## src/rtl/edge_event_pkg.sv

```systemverilog
// Shared types and the round-robin pick for the edge event arbiter.
// Latency: none (types and a combinational helper only).
// Backpressure: not applicable.
package edge_event_pkg;

    typedef enum logic {
        IDLE  = 1'b0,
        OFFER = 1'b1
    } evt_state_e;

    // Widest supported channel count and the ID width that covers it.
    localparam int MAX_CH   = 32;
    localparam int MAX_ID_W = 5;

    // Returns the first set bit of pend searching upward from last_id+1,
    // wrapping at num_ch. Returns 0 when nothing is pending; callers only
    // use the result when |pend is true.
    function automatic logic [MAX_ID_W-1:0] rr_pick(
        input logic [MAX_CH-1:0]   pend,
        input logic [MAX_ID_W-1:0] last_id,
        input int                  num_ch
    );
        logic [MAX_ID_W-1:0] win;
        logic                found;
        int                  idx;
        logic [MAX_ID_W-1:0] idx_w;
        win   = '0;
        found = 1'b0;
        for (int k = 1; k <= MAX_CH; k++) begin
            idx   = (int'(last_id) + k) % num_ch;
            idx_w = idx[MAX_ID_W-1:0];
            if ((k <= num_ch) && !found && pend[idx_w]) begin
                win   = idx_w;
                found = 1'b1;
            end
        end
        return win;
    endfunction

endpackage

```

## src/rtl/edge_event_if.sv

```systemverilog
// Valid/ready event port carrying a channel ID from arbiter to consumer.
// Latency: none (wiring only).
// Backpressure: consumer holds evt_ready low; the producer keeps evt_id stable.
interface edge_event_if #(
    parameter int ID_W = 2
) ();
    logic            evt_valid;
    logic            evt_ready;
    logic [ID_W-1:0] evt_id;

    modport master (output evt_valid, output evt_id, input  evt_ready);
    modport slave  (input  evt_valid, input  evt_id, output evt_ready);
endinterface

```

## src/rtl/edge_event_latch.sv

```systemverilog
// Per-channel rising-edge detector with a pending flag and sticky overflow.
// Latency: rise sampled in cycle n shows on o_pend / o_ovf in cycle n+1.
// Backpressure: a rise on an already pending, unloaded channel merges and flags overflow.
module edge_event_latch (
    input  logic clk,
    input  logic resetn,
    input  logic i_din,
    input  logic i_en,
    input  logic i_load,
    input  logic i_ovf_clr,
    output logic o_pend,
    output logic o_ovf
);

    logic r_din_q;
    logic r_pend;
    logic r_ovf;
    logic w_rise;
    logic w_ovf_set;

    assign w_rise    = i_din & ~r_din_q;
    // A rise coinciding with the load is a fresh event, not a merged one.
    assign w_ovf_set = i_en & w_rise & r_pend & ~i_load;

    // Previous input level; starts high so a level already up at reset release is not an edge.
    always_ff @(posedge clk or negedge resetn) begin
        if (!resetn) r_din_q <= 1'b1;
        else         r_din_q <= i_din;
    end

    // Pending flag: disable wins, then a new rise, then the load that consumes it.
    always_ff @(posedge clk or negedge resetn) begin
        if (!resetn)      r_pend <= 1'b0;
        else if (!i_en)   r_pend <= 1'b0;
        else if (w_rise)  r_pend <= 1'b1;
        else if (i_load)  r_pend <= 1'b0;
    end

    // Sticky overflow; a same-cycle set beats the clear.
    always_ff @(posedge clk or negedge resetn) begin
        if (!resetn)        r_ovf <= 1'b0;
        else if (w_ovf_set) r_ovf <= 1'b1;
        else if (i_ovf_clr) r_ovf <= 1'b0;
    end

    assign o_pend = r_pend;
    assign o_ovf  = r_ovf;

endmodule

```

## src/rtl/edge_event_arbiter.sv

```systemverilog
// Collects rising edges on NUM_CH inputs and serialises them round-robin onto one event port.
// Latency: 2 cycles from a sampled rise to evt_valid when the arbiter is idle.
// Backpressure: evt_ready low holds the offered ID; further edges queue as pending or merge as overflow.
module edge_event_arbiter
    import edge_event_pkg::*;
#(
    parameter int NUM_CH = 4,
    parameter int ID_W   = $clog2(NUM_CH)
) (
    input  logic              clk,
    input  logic              resetn,
    input  logic [NUM_CH-1:0] din,
    input  logic [NUM_CH-1:0] en,
    edge_event_if.master      evt,
    output logic [NUM_CH-1:0] evt_ovf,
    input  logic              ovf_clr
);

    localparam logic [ID_W-1:0] LAST_RST = ID_W'(NUM_CH - 1);

    evt_state_e          r_state;
    evt_state_e          w_state_nxt;
    logic [ID_W-1:0]     r_evt_id;
    logic [ID_W-1:0]     r_last_id;
    logic [NUM_CH-1:0]   w_pend;
    logic [NUM_CH-1:0]   w_load;
    logic                w_do_load;
    logic                w_accept;
    logic [ID_W-1:0]     w_win;
    logic [MAX_CH-1:0]   w_pend_ext;
    logic [MAX_ID_W-1:0] w_last_ext;
    logic [MAX_ID_W-1:0] w_win_ext;

    // One edge latch per input channel.
    for (genvar gi = 0; gi < NUM_CH; gi++) begin : g_ch
        edge_event_latch u_latch (
            .clk       (clk),
            .resetn    (resetn),
            .i_din     (din[gi]),
            .i_en      (en[gi]),
            .i_load    (w_load[gi]),
            .i_ovf_clr (ovf_clr),
            .o_pend    (w_pend[gi]),
            .o_ovf     (evt_ovf[gi])
        );
    end

    // Widen pend and the pointer to the shared pick function's fixed width.
    always_comb begin
        w_pend_ext               = '0;
        w_pend_ext[NUM_CH-1:0]   = w_pend;
        w_last_ext               = '0;
        w_last_ext[ID_W-1:0]     = r_last_id;
    end

    assign w_win_ext = rr_pick(w_pend_ext, w_last_ext, NUM_CH);
    assign w_win     = w_win_ext[ID_W-1:0];

    // Next state and load decision; pend is the registered value, so a rise in
    // the accept cycle becomes eligible only on the following cycle.
    always_comb begin
        w_state_nxt = r_state;
        w_do_load   = 1'b0;
        w_accept    = (r_state == OFFER) && evt.evt_ready;
        case (r_state)
            IDLE: begin
                if (|w_pend) begin
                    w_do_load   = 1'b1;
                    w_state_nxt = OFFER;
                end
            end
            OFFER: begin
                if (w_accept) begin
                    if (|w_pend) w_do_load   = 1'b1;
                    else         w_state_nxt = IDLE;
                end
            end
            default: w_state_nxt = IDLE;
        endcase
    end

    // One-hot load strobe back to the winning channel's latch.
    always_comb begin
        w_load = '0;
        if (w_do_load) w_load[w_win] = 1'b1;
    end

    // State register.
    always_ff @(posedge clk or negedge resetn) begin
        if (!resetn) r_state <= IDLE;
        else         r_state <= w_state_nxt;
    end

    // Output slot and round-robin pointer both follow the winner on each load.
    always_ff @(posedge clk or negedge resetn) begin
        if (!resetn) begin
            r_evt_id  <= '0;
            r_last_id <= LAST_RST;
        end else if (w_do_load) begin
            r_evt_id  <= w_win;
            r_last_id <= w_win;
        end
    end

    assign evt.evt_valid = (r_state == OFFER);
    assign evt.evt_id    = r_evt_id;

endmodule

```

## src/flat_wrapper.sv

```systemverilog
// flat-port wrapper written by rule: the top's interface ports become plain ports
module edge_event_arbiter_flat import edge_event_pkg::*;
#(
    parameter int NUM_CH = 4,
    parameter int ID_W   = $clog2(NUM_CH)
)
  (clk, resetn, din, en, evt_ovf, ovf_clr, evt_evt_valid, evt_evt_id, evt_evt_ready);
  edge_event_if #(.ID_W(ID_W)) evt_i ();
  input  logic clk;
  input  logic resetn;
  input  logic [NUM_CH-1:0] din;
  input  logic [NUM_CH-1:0] en;
  output logic [NUM_CH-1:0] evt_ovf;
  input  logic ovf_clr;
  output wire logic [$bits(evt_i.evt_valid)-1:0] evt_evt_valid;
  output wire logic [$bits(evt_i.evt_id)-1:0] evt_evt_id;
  input wire logic [$bits(evt_i.evt_ready)-1:0] evt_evt_ready;
  assign evt_evt_valid = evt_i.evt_valid;
  assign evt_evt_id = evt_i.evt_id;
  assign evt_i.evt_ready = evt_evt_ready;
  edge_event_arbiter #(.NUM_CH(NUM_CH), .ID_W(ID_W)) u_core (.clk(clk), .resetn(resetn), .din(din), .en(en), .evt(evt_i), .evt_ovf(evt_ovf), .ovf_clr(ovf_clr));
endmodule
```

## config.mk

```make
export PLATFORM = sky130hd
export DESIGN_NAME = edge_event_arbiter_flat
export DESIGN_NICKNAME = d
export VERILOG_FILES = /design/src/rtl/edge_event_pkg.sv /design/src/rtl/edge_event_if.sv /design/src/rtl/edge_event_latch.sv /design/src/rtl/edge_event_arbiter.sv /design/src/flat_wrapper.sv
export SDC_FILE = /design/constraint.sdc
export NUM_CORES = 1
export LEC_CHECK = 0
export BUFFER_PORTS_ARGS = -buffer_cell sky130_fd_sc_hd__buf_2
export CORE_MARGIN = 2
export CORE_UTILIZATION = 47
export DETAILED_ROUTE_END_ITERATION = 10
export PLACE_DENSITY = 0.71
export SYNTH_ARGS = -nofsm -noshare
export SYNTH_HDL_FRONTEND = slang
export SYNTH_SLANG_ARGS = --single-unit
```

## constraint.sdc

```tcl
create_clock -name clk -period 1.6 [get_ports clk]
set_input_delay 0.08 -clock clk [delete_from_list [all_inputs] [get_ports clk]]
set_output_delay 0.08 -clock clk [all_outputs]
set_load 0.005 [all_outputs]
```

==> reports/metrics.csv, run 1 <==
stage,metric,value,unit
die,die_y,46.2,um
routing,via_per_inst,5.37,
placed_design,dp_slack,40.4,ps
setup_path,worst_setup_path_end_kind,flop,
die,row_count,15,
logic_synthesis,synth_area,838,sq um
routing,drc,0,
setup_path,crit_type,reg2reg,
logic_synthesis,syn-num-nets,95,
setup_path,critical_path.reg2reg.startpoint,u_core.g_ch[1].u_latch.o_pend,
finish,drive_above_1_share,34.9,%
power_and_ir_drop,combPwrFrac,28.1,%
timing,period_needed,1530,ps
placed_design,gp_congestion,0.738,
timing,finalCritPeriodShare,95.8,%
timing,worstMarginPinSlew,373,ps
timing,fin_worst_skew,3.07,ps
global_routing,grt.overflow.total,0,
global_routing,grt_start_max_net_pins,18,
placed_design,port_buffers,18,
global_routing,grt_pass1_vias,648,
routing,first_pass_iters,4,
clocking,clkSinkCount,17,
power_and_ir_drop,p_leak,0.000470,uW
die,die_area,2140,sq um
timing,fin_setup_tns,0,ps
timing,rsz0062_at_grt,no,
finish,nNetsFinal,119,
clocking,clockBufferDepth,2,
die,die_w,46.2,um
clocking,clock_latency,290,ps
power_and_ir_drop,share_clk_of_total_power,20.4,%
power_and_ir_drop,power_per_cell_area,1100,nW/um^2
setup_path,setup.worst_path.start_class,flop,
routing,drtIter0Drc,20,
hold_path,hold_path.startpoint,evt_evt_ready,
timing,max_freq,653,MHz
logic_synthesis,syn_area_per_cell,10.1,sq um
die,start_util,49.1,%
power_and_ir_drop,power,1120,uW
clocking,cts_htree_levels,1,
routing,wirelength,1.67,mm
routing,num_vias,704,
setup_path,arrival,1710,ps
logic_synthesis,synth_cell_type_count,24,
logic_synthesis,ys_ff_latch,17,
global_routing,grtUsageTotal,19.5,%
setup_path,critPathRequiredTime,1780,ps
global_routing,grt_pass1_wl,2.88,mm
finish,num_antenna_cells,0,
setup_path,crit_fanout,8,
timing,relSlewSlack,75.1,%
finish,syn_to_final_growth,21.0,%
placed_design,hpwl,1.26,mm
logic_synthesis,yosysWarnings,0,
power_and_ir_drop,ir_drop,0.000819,V
logic_synthesis,syn_inst,83,
die,core-area,1710,sq um
power_and_ir_drop,p_int,753,uW
routing,routedWlPerCell,12.7,um
timing,final_max_slew_viol_count,0,
timing,setup_slack,67.8,ps
logic_synthesis,ys_seq_area_share,51.6,%
routing,drtAntennaViolNets,0,
job,cap_violations,0,
die,num_io_pins,19,
timing,finalSetupViolations,0,
clocking,clkTransAtPathRegs,100,ps
power_and_ir_drop,p_sw,364,uW
clocking,post_cts_buffers,0,
timing,hold_violations,0,
clocking,cts_tree,built,
hold_path,hold_path_class,in2reg,
clocking,root_buffer,clkbuf_4,
setup_path,crit_start,u_core.g_ch[1].u_latch.o_pend,
outcome,status,completed,
power_and_ir_drop,seq_power_share,51.5,%
clocking,numCtsBuffers,3,
power_and_ir_drop,swShare,32.6,%
global_routing,antenna_found_initial,0,
worst max-delay path, cell delays in order, from the launching register on:
cell and delay, ps:
dfrtp_1 490, or3b_1 430, o311ai_4 100, buf_4 200, and2_0 130, a31oi_1 80
Yosys cell counts:
cell type / number / share of area (%)
a21o_1: 3 / 2.7
nand2_1: 2 / 0.90
or3b_1: 1 / 1.0
o21ai_0: 8 / 4.8
nor3_1: 3 / 1.8
and3_1: 1 / 0.75
nor2_1: 6 / 2.7
buf_6: 1 / 1.3
a21oi_1: 7 / 4.2
a32oi_1: 2 / 2.1
nor4_1: 1 / 0.75
or2_2: 1 / 0.75
buf_4: 4 / 3.6
and2_0: 1 / 0.75
nor2b_1: 10 / 7.5
buf_2: 1 / 0.60
nor2_2: 1 / 0.75
dfstp_2: 6 / 19
o311ai_4: 1 / 3.1
inv_1: 4 / 1.8
dfrtp_1: 11 / 33
nand3_1: 1 / 0.60
nor3b_2: 1 / 1.5
a31oi_1: 6 / 4.5
area by class of cell:
type | count | area, sq um
clock buffer | 3 | 22.5
clock inverter | 1 | 5.00
fill | 150 | 693
inverter | 4 | 15.0
multi-input combinational | 56 | 353
sequential | 17 | 433
tap | 25 | 31.3
timing repair buffer | 25 | 155
cell usage in the layout (no fill, tap or decap):
cell type	n
a21o_1	2
a21o_2	1
a21oi_1	7
a31oi_1	6
a32oi_1	2
and2_0	1
and3_2	1
buf_2	18
buf_4	2
clkbuf_4	3
clkinv_2	1
dfrtp_1	11
dfstp_2	6
dlygate4sd3_1	5
inv_1	4
nand2_1	2
nand3_1	1
nor2_1	6
nor2_2	1
nor2b_1	10
nor3_1	3
nor3b_2	1
nor4_2	1
o21ai_0	8
o311ai_4	1
or2_2	1
or3b_1	1
stage by stage:
step | hold WS (ps) | utilization [%] | std cells | area (sq um)
after floorplan | -216 | - | 83 | 838
after global placement | 21.6 | 54.4 | 122 | 928
after detailed placement | 22.8 | 54.4 | 122 | 928
after CTS | 10.4 | 58.9 | 131 | 1010
after global routing | 7.74 | 59.4 | 131 | 1010
final | 25.4 | 59.4 | 131 | 1010
repair_timing:
| action | in CTS | in global routing |
|---|---|---|
| endpoints found under the hold margin | 21 | 0 |
| gates resized for setup | 0 | 3 |
| setup endpoints to repair | 0 | 11 |
| hold buffers | 5 | 0 |
power groups by stage:
stage | Sequential (uW) | Combinational, uW | Clock, uW
global placement | 577 | 288 | 0
detailed placement | 580 | 300 | 0
finish | 575 | 314 | 228
CTS | 572 | 310 | 241
floorplan | 568 | 211 | 0
global route | 587 | 353 | 261
sequential cells by signal, summed over array words and instances (netlist names):
name and count:
u_core.g_ch.u_latch.o_pend 4, u_core.evt.evt_valid 1, u_core.g_ch.u_latch.o_ovf 4, u_core.evt.evt_id 2, u_core.r_last_id 2, u_core.g_ch.u_latch.r_din_q 4
kinds of logic (layout without fill, tap and decap cells):
family                 after synthesis  after routing  share of synthesized area, %
AOI/OAI and AO/OA                   27             27                          21.3
buffers and inverters               10             33                          7.31
and+or+nand+nor                     29             29                          19.7
DFF                                 17             17                          51.6
final timing paths:
path | endpoint | slack [ps] | cells past startpoint
max in group asynchronous | u_core.g_ch[3].u_latch.r_din_q | 1060 | 2
setup reg to reg | u_core.g_ch[1].u_latch.o_ovf | 70 | 5
hold / removal | u_core.evt.evt_valid | 30 | 2
hold reg to reg | u_core.evt.evt_id[1] | 480 | 1
min in group asynchronous | u_core.evt.evt_id[0] | 220 | 2
setup / recovery | u_core.g_ch[1].u_latch.o_ovf | 70 | 5
layer usage:
| metal | track usage [%] | share of wire [%] |
|---|---|---|
| met5 | 0 | 0 |
| met4 | 8.57 | 0.72 |
| met3 | 7.45 | 4.8 |
| met2 | 31.7 | 49 |
| met1 | 22.7 | 45 |
Note: power is estimated with default switching activity, not from simulation.
==> run 2, diff against run 1 <==
--- a/config.mk
+++ b/config.mk
@@ -7,9 +7,11 @@
 export LEC_CHECK = 0
 export BUFFER_PORTS_ARGS = -buffer_cell sky130_fd_sc_hd__buf_2
 export CORE_MARGIN = 2
-export CORE_UTILIZATION = 47
+export CORE_UTILIZATION = 45
+export CTS_BUF_LIST = sky130_fd_sc_hd__clkbuf_8
 export DETAILED_ROUTE_END_ITERATION = 10
-export PLACE_DENSITY = 0.71
+export PLACE_DENSITY = 0.69
 export SYNTH_ARGS = -nofsm -noshare
 export SYNTH_HDL_FRONTEND = slang
+export SYNTH_HIERARCHICAL = 1
 export SYNTH_SLANG_ARGS = --single-unit
==> reports/metrics.csv, run 2 <==
stage,metric,value,unit
timing,fin_hold_ws,83.1,ps
routing,wirelength,1.85,mm
setup_path,crit_type,reg2reg,
clocking,cts_htree_levels,1,
setup_path,critical_path.reg2reg.startpoint,u_core/g_ch[2].u_latch/o_pend,
die,start_util,47.5,%
timing,rsz0062_at_grt,yes,
setup_path,arrival,1890,ps
outcome,status,"finished, violations left",
logic_synthesis,synth_cell_type_count,22,
die,core-area,1730,sq um
clocking,clock_latency,240,ps
power_and_ir_drop,seq_power_share,43.2,%
global_routing,grt.overflow.total,0,
timing,finalSetupViolations,9,
placed_design,port_buffers,18,
finish,syn_to_final_growth,47.9,%
power_and_ir_drop,share_clk_of_total_power,23.5,%
power_and_ir_drop,power,1270,uW
setup_path,crit_fanout,3,
clocking,clockBufferDepth,2,
logic_synthesis,synth_most_common_cell,dfrtp_1,
logic_synthesis,synth_ff_type,dfrtp_1,
global_routing,grt_start_max_net_pins,18,
setup_path,r2r_cells,5,
setup_path,setup.worst_path.start_class,flop,
die,die_y,46.7,um
power_and_ir_drop,power_per_cell_area,1040,nW/um^2
logic_synthesis,synth_area_leaders,"dfrtp_1 34%, dfstp_2 19%, o32ai_2 7.9%",
timing,final_max_slew_viol_count,0,
logic_synthesis,ys_seq_area_share,52.7,%
routing,via_per_inst,4.99,
finish,num_antenna_cells,0,
logic_synthesis,syn-num-nets,81,
power_and_ir_drop,ir_drop,0.000859,V
global_routing,antenna_found_initial,0,
outcome,violations,negative setup slack,
power_and_ir_drop,p_leak,0.000559,uW
routing,num_vias,678,
timing,relSlewSlack,75.2,%
setup_path,critical_path.endpoint,u_core/g_ch[2].u_latch/o_ovf,
routing,routedWlPerCell,13.6,um
clocking,numCtsBuffers,3,
logic_synthesis,synth_area,821,sq um
logic_synthesis,yosysWarnings,6,
logic_synthesis,synth_top_area_share,33.5,%
timing,max_freq,575,MHz
setup_path,worst_setup_path_end_kind,flop,
setup_path,worst-r2r-setup-slack,-140,ps
hold_path,hold_path_class,in2reg,
logic_synthesis,ys_ff_latch,17,
finish,layout_commonest_cell,buf_2,
logic_synthesis,synth_edf_count,0,
global_routing,grt_pass1_vias,631,
logic_synthesis,synthArstFlopShare,100,%
power_and_ir_drop,swShare,27.7,%
timing,setup_slack,-139,ps
clocking,clkTransAtPathRegs,60,ps
placed_design,gp_congestion,0.794,
global_routing,grtUsageTotal,17.9,%
global_routing,grt_pass1_wl,2.73,mm
die,num_io_pins,19,
die,die_w,46.7,um
logic_synthesis,yosys.area.top_type,dfrtp_1,
job,cap_violations,0,
clocking,root_buffer,clkbuf_8,
finish,final_cell_mix,"18 x buf_2, 15 x buf_4, 11 x dfrtp_1",
setup_path,critPathRequiredTime,1750,ps
finish,final_area,1210,sq um
timing,worstMarginPinSlew,372,ps
logic_synthesis,yosys-top-cells-count,"11 x dfrtp_1, 10 x nand2b_1, 9 x inv_1",
routing,drtIter0Drc,6,
timing,hold_violations,0,
logic_synthesis,syn_inst,69,
setup_path,crit_start,u_core/g_ch[2].u_latch/o_pend,
finish,drive_above_1_share,55.9,%
power_and_ir_drop,p_sw,351,uW
timing,finalCritPeriodShare,109,%
die,row_count,15,
routing,drtAntennaViolNets,0,
finish,fin_util,70.3,%
timing,fin_worst_skew,2.57,ps
logic_synthesis,syn_area_per_cell,11.9,sq um
power_and_ir_drop,combPwrFrac,33.2,%
routing,drc,0,
placed_design,hpwl,1.22,mm
finish,nNetsFinal,124,
timing,period_needed,1740,ps
clocking,clkSinkCount,17,
power_and_ir_drop,p_int,916,uW
clocking,cts_tree,built,
setup_path,reg2reg_to,u_core/g_ch[2].u_latch/o_ovf,
die,die_area,2180,sq um
placed_design,place_area,1020,sq um
routing,first_pass_iters,4,
## run 2: per-stage QoR
step	worst slack (ps)	setup TNS, ps	instances
finish	-139	-694	136
global route	-169	-1060	136
CTS	-110	-470	133
detailed placement	-107	-375	121
global placement	-73.1	-196	121
floorplan	-235	-824	69
## run 2: power by group through the flow
stage          clock, uW  sequential (uW)  combinational (uW)
2_1_floorplan          0              557                 183
3_3_place_gp           0              547                 328
3_5_place_dp           0              550                 332
4_1_cts              312              546                 383
5_1_grt              334              557                 455
6_report             298              548                 421
## run 2: cell families (layout without fill, tap and decap cells)
family / after synthesis / after routing / share of synthesized area, %
flip-flops: 17 / 17 / 52.7
multiplexers: 3 / 3 / 4.88
AND/OR/NAND/NOR: 20 / 20 / 16.9
buffers and inverters: 10 / 52 / 5.49
AO/OA/AOI/OAI: 19 / 19 / 20.0
## run 2: critical path: stages, from the launching register on
cell      delay (ps)
dfrtp_1          400
or4_4            560
and2_4           170
and4_1           190
nand2b_4         140
o32ai_2          190
## run 2: timing repair
action / in CTS / in global routing
gates cloned: 0 / 0
setup buffers: 3 / 3
pin swaps: 6 / 4
hold buffers: 5 / 0
hold endpoints to repair: 15 / 0
resized for setup: 5 / 5
endpoints found under the setup margin: 9 / 10
## run 2: layer usage
layer | track usage [%] | routed length (um) | vias up | share of wire [%]
li1 | - | - | 331 | -
met3 | 5.10 | 41 | 2 | 2.2
met4 | 5.00 | 12 | 0 | 0.65
met1 | 25.6 | 909 | 331 | 49
met5 | 0 | 0 | - | 0
met2 | 26.9 | 887 | 14 | 48
## run 2: cell type report
type,instances,area [sq um]
clock inverters,1,3.75
well taps,25,31.3
clock buffers,3,41.3
repair buffers,39,264
fillers,139,513
multi-input cells,42,407
flip-flops and latches,17,433
inverters,9,33.8
## run 2: how the worst min path moves through the flow
stage,cells after the start,slack [ps],to,startpoint
finish,3,80,u_core/g_ch[3].u_latch/o_pend,en[3]
floorplan,0,-220,u_core/evt.evt_id[0],resetn
global placement,1,20,u_core/evt.evt_valid,resetn
CTS,3,80,u_core/g_ch[3].u_latch/o_pend,en[3]
global route,3,90,u_core/g_ch[1].u_latch/o_pend,en[1]
detailed placement,1,20,u_core/evt.evt_valid,resetn
==> run 3, diff against run 2 <==
--- a/config.mk
+++ b/config.mk
@@ -5,13 +5,14 @@
 export SDC_FILE = /design/constraint.sdc
 export NUM_CORES = 1
 export LEC_CHECK = 0
+export ABC_AREA = 1
 export BUFFER_PORTS_ARGS = -buffer_cell sky130_fd_sc_hd__buf_2
+export CORE_ASPECT_RATIO = 0.7
 export CORE_MARGIN = 2
 export CORE_UTILIZATION = 45
 export CTS_BUF_LIST = sky130_fd_sc_hd__clkbuf_8
 export DETAILED_ROUTE_END_ITERATION = 10
-export PLACE_DENSITY = 0.69
+export PLACE_DENSITY = 0.66
 export SYNTH_ARGS = -nofsm -noshare
 export SYNTH_HDL_FRONTEND = slang
-export SYNTH_HIERARCHICAL = 1
 export SYNTH_SLANG_ARGS = --single-unit
==> reports/metrics.csv, run 3 <==
stage,metric,value,unit
setup_path,arrival,1870,ps
outcome,status,"finished, violations left",
logic_synthesis,syn-num-nets,158,
timing,final_max_slew_viol_count,0,
setup_path,crit_chain,inv_6 > nand2_1 > nand2_4 > nand2_4 > nand2_4 > nor2_2 > nand2_1 > nand2_2 > nand3_4 > o21ai_1 > nand2_1,
power_and_ir_drop,power_per_cell_area,1700,nW/um^2
hold_path,hold_path.startpoint,evt_evt_ready,
die,core-area,2210,sq um
die,start_util,49.2,%
timing,worstMarginPinSlew,425,ps
setup_path,timing.critical_path.buf_inv,1,
logic_synthesis,synth_top_area_share,25.3,%
setup_path,worst-r2r-setup-slack,-130,ps
timing,relSlewSlack,71.4,%
logic_synthesis,yosysWarnings,0,
logic_synthesis,synth_area_leaders,"dfrtp_1 25%, nand2_1 19%, dfstp_2 15%",
logic_synthesis,synth_edf_count,0,
die,num_io_pins,19,
setup_path,worst_setup_path_end_kind,flop,
clocking,clockBufferDepth,2,
timing,fin_worst_skew,4.02,ps
routing,drtAntennaViolNets,0,
logic_synthesis,syn_area_per_cell,7.44,sq um
power_and_ir_drop,p_leak,0.000778,uW
routing,drtIter0Drc,32,
timing,hold_violations,0,
die,die_area,2830,sq um
placed_design,port_buffers,18,
logic_synthesis,yosys.area_share.adder,0,%
global_routing,grtUsageTotal,19.3,%
global_routing,grt_start_max_net_pins,18,
setup_path,crit_type,reg2reg,
finish,fillers,200,
hold_path,hold_end,u_core.evt.evt_valid,
clocking,root_buffer,clkbuf_8,
die,die_y,45.1,um
clocking,cts_tree,built,
timing,period_needed,1730,ps
logic_synthesis,synth_area,1090,sq um
finish,layout_commonest_cell,nand2_1,
clocking,cts_htree_levels,1,
setup_path,crit_path_max_incr_delay,590,ps
logic_synthesis,ys_ff_latch,17,
setup_path,critical_path.top_delay_family,simple AND/OR/NAND/NOR gates,
routing,via_per_inst,4.99,
power_and_ir_drop,power,2460,uW
logic_synthesis,yosys.area.top_type,dfrtp_1,
global_routing,grt_pass1_wl,4.08,mm
logic_synthesis,synth_top_family_by_area,simple AND/OR/NAND/NOR gates,
placed_design,hpwl,1.86,mm
clocking,clkSinkCount,17,
global_routing,grt_pass1_vias,973,
clocking,numCtsBuffers,3,
global_routing,grt.overflow.total,0,
hold_path,holdPathStages,2,
finish,syn_to_final_growth,33.4,%
setup_path,setup.worst_path.start_class,flop,
placed_design,dp_slack,-99.6,ps
clocking,clkTransAtPathRegs,70,ps
placed_design,gp_congestion,0.900,
setup_path,critPathRequiredTime,1750,ps
setup_path,critical_path.reg2reg.startpoint,u_core.r_last_id[0],
logic_synthesis,ys_seq_area_share,39.9,%
logic_synthesis,synthArstFlopShare,100,%
setup_path,slowest_stage,dfstp_2,
die,row_count,14,
hold_path,hold_path_class,in2reg,
logic_synthesis,synth-xor-area-share,0,%
logic_synthesis,synth-simple-area-share,43.1,%
setup_path,reg2reg_to,u_core.g_ch[3].u_latch.o_pend,
global_routing,antenna_found_initial,0,
setup_path,crit_fanout,12,
setup_path,r2r_cells,11,
finish,drive_above_1_share,47.5,%
clocking,clock_latency,260,ps
logic_synthesis,syn_inst,146,
finish,final_cell_mix,"45 x nand2_1, 18 x nand2_2, 18 x buf_2",
die,die_w,62.7,um
timing,finalCritPeriodShare,108,%
timing,finalSetupViolations,12,
outcome,violations,negative setup slack,
logic_synthesis,synth_ff_type,dfrtp_1,
logic_synthesis,muxShareOfSynthArea,0,%
routing,routedWlPerCell,12.2,um
finish,num_antenna_cells,0,
timing,rsz0062_at_grt,yes,
logic_synthesis,synth_cell_type_count,23,
logic_synthesis,synth_compound_area_share,6.68,%
timing,max_freq,580,MHz
logic_synthesis,yosys-top-cells-count,"56 x nand2_1, 11 x dfrtp_1, 11 x inv_1",
logic_synthesis,synth_most_common_cell,nand2_1,
timing,setup_slack,-126,ps
finish,nNetsFinal,192,
power_and_ir_drop,ir_drop,0.000910,V
routing,wirelength,2.58,mm
job,cap_violations,0,
routing,drc,0,
routing,first_pass_iters,4,
routing,num_vias,1053,
[run 3: cell count changes after synthesis, moves of 5 or more]
cell	change
a21oi_1	-6
buf_4	+5
nand2_1	+55
nand2_2	+10
nand2b_1	-10
nand3_1	+7
nor2_1	+8
o21ai_0	+5
[run 3: stage by stage]
| step | area [sq um] | hold slack [ps] | std cells | utilization, % | TNS [ps] |
|---|---|---|---|---|---|
| after detailed placement | 1220 | 24.5 | 198 | 55.4 | -517 |
| after CTS | 1370 | 31.6 | 210 | 62.1 | -608 |
| final | 1450 | 30.0 | 211 | 65.6 | -963 |
| after global placement | 1220 | 13.2 | 198 | 55.4 | -310 |
| after global routing | 1450 | 55.3 | 211 | 65.6 | -2260 |
| after floorplan | 1090 | -216 | 146 | - | 0 |
[run 3: worst max path at each step]
stage,slack (ps),endpoint,startpoint,cells after the start
2_1_floorplan,40,u_core.g_ch[0].u_latch.o_pend,u_core.r_last_id[1],11
3_3_place_gp,-80,u_core.g_ch[0].u_latch.o_ovf,u_core.r_last_id[0],10
3_5_place_dp,-100,u_core.g_ch[0].u_latch.o_ovf,u_core.r_last_id[0],10
4_1_cts,-80,u_core.g_ch[3].u_latch.o_pend,u_core.r_last_id[0],11
5_1_grt,-260,u_core.g_ch[3].u_latch.o_pend,u_core.r_last_id[0],11
6_report,-130,u_core.g_ch[3].u_latch.o_pend,u_core.r_last_id[0],11
[run 3: cell type report]
cell class | instances | area, sq um | area share [%]
tap | 32 | 40.0 | 2.76
multi-input combinational | 108 | 632 | 43.6
inverter | 14 | 57.6 | 3.97
timing repair buffer | 36 | 241 | 16.7
sequential | 17 | 433 | 29.9
clock buffer | 3 | 41.3 | 2.85
clock inverter | 1 | 3.75 | 0.259
[run 3: logic make-up after synthesis]
kind of cell | after synthesis
AND/OR/NAND/NOR | 96
buffers and inverters | 21
flip-flops | 17
AO/OA/AOI/OAI | 12
[run 3: report_power, final]
part,total [uW],switching [uW],internal (uW)
Combinational,1540,911,625
Sequential,602,73.5,529
Clock,324,153,171
Total,2460,1140,1320
[run 3: what timing repair did]
item / CTS / global route
setup buffers: 3 / 1
endpoints found under the hold margin: 15 / 0
hold buffers: 5 / 0
pin swaps: 8 / 20
setup endpoints to repair: 11 / 12
gates resized for setup: 8 / 20
[run 3: routing by layer]
layer	part of all wire (%)	vias to the layer above	global-route usage (%)
li1	-	518	-
met1	46	495	23.6
met2	47	35	33.3
met3	5.7	5	5.24
met4	1.3	0	8.00
met5	0	-	0
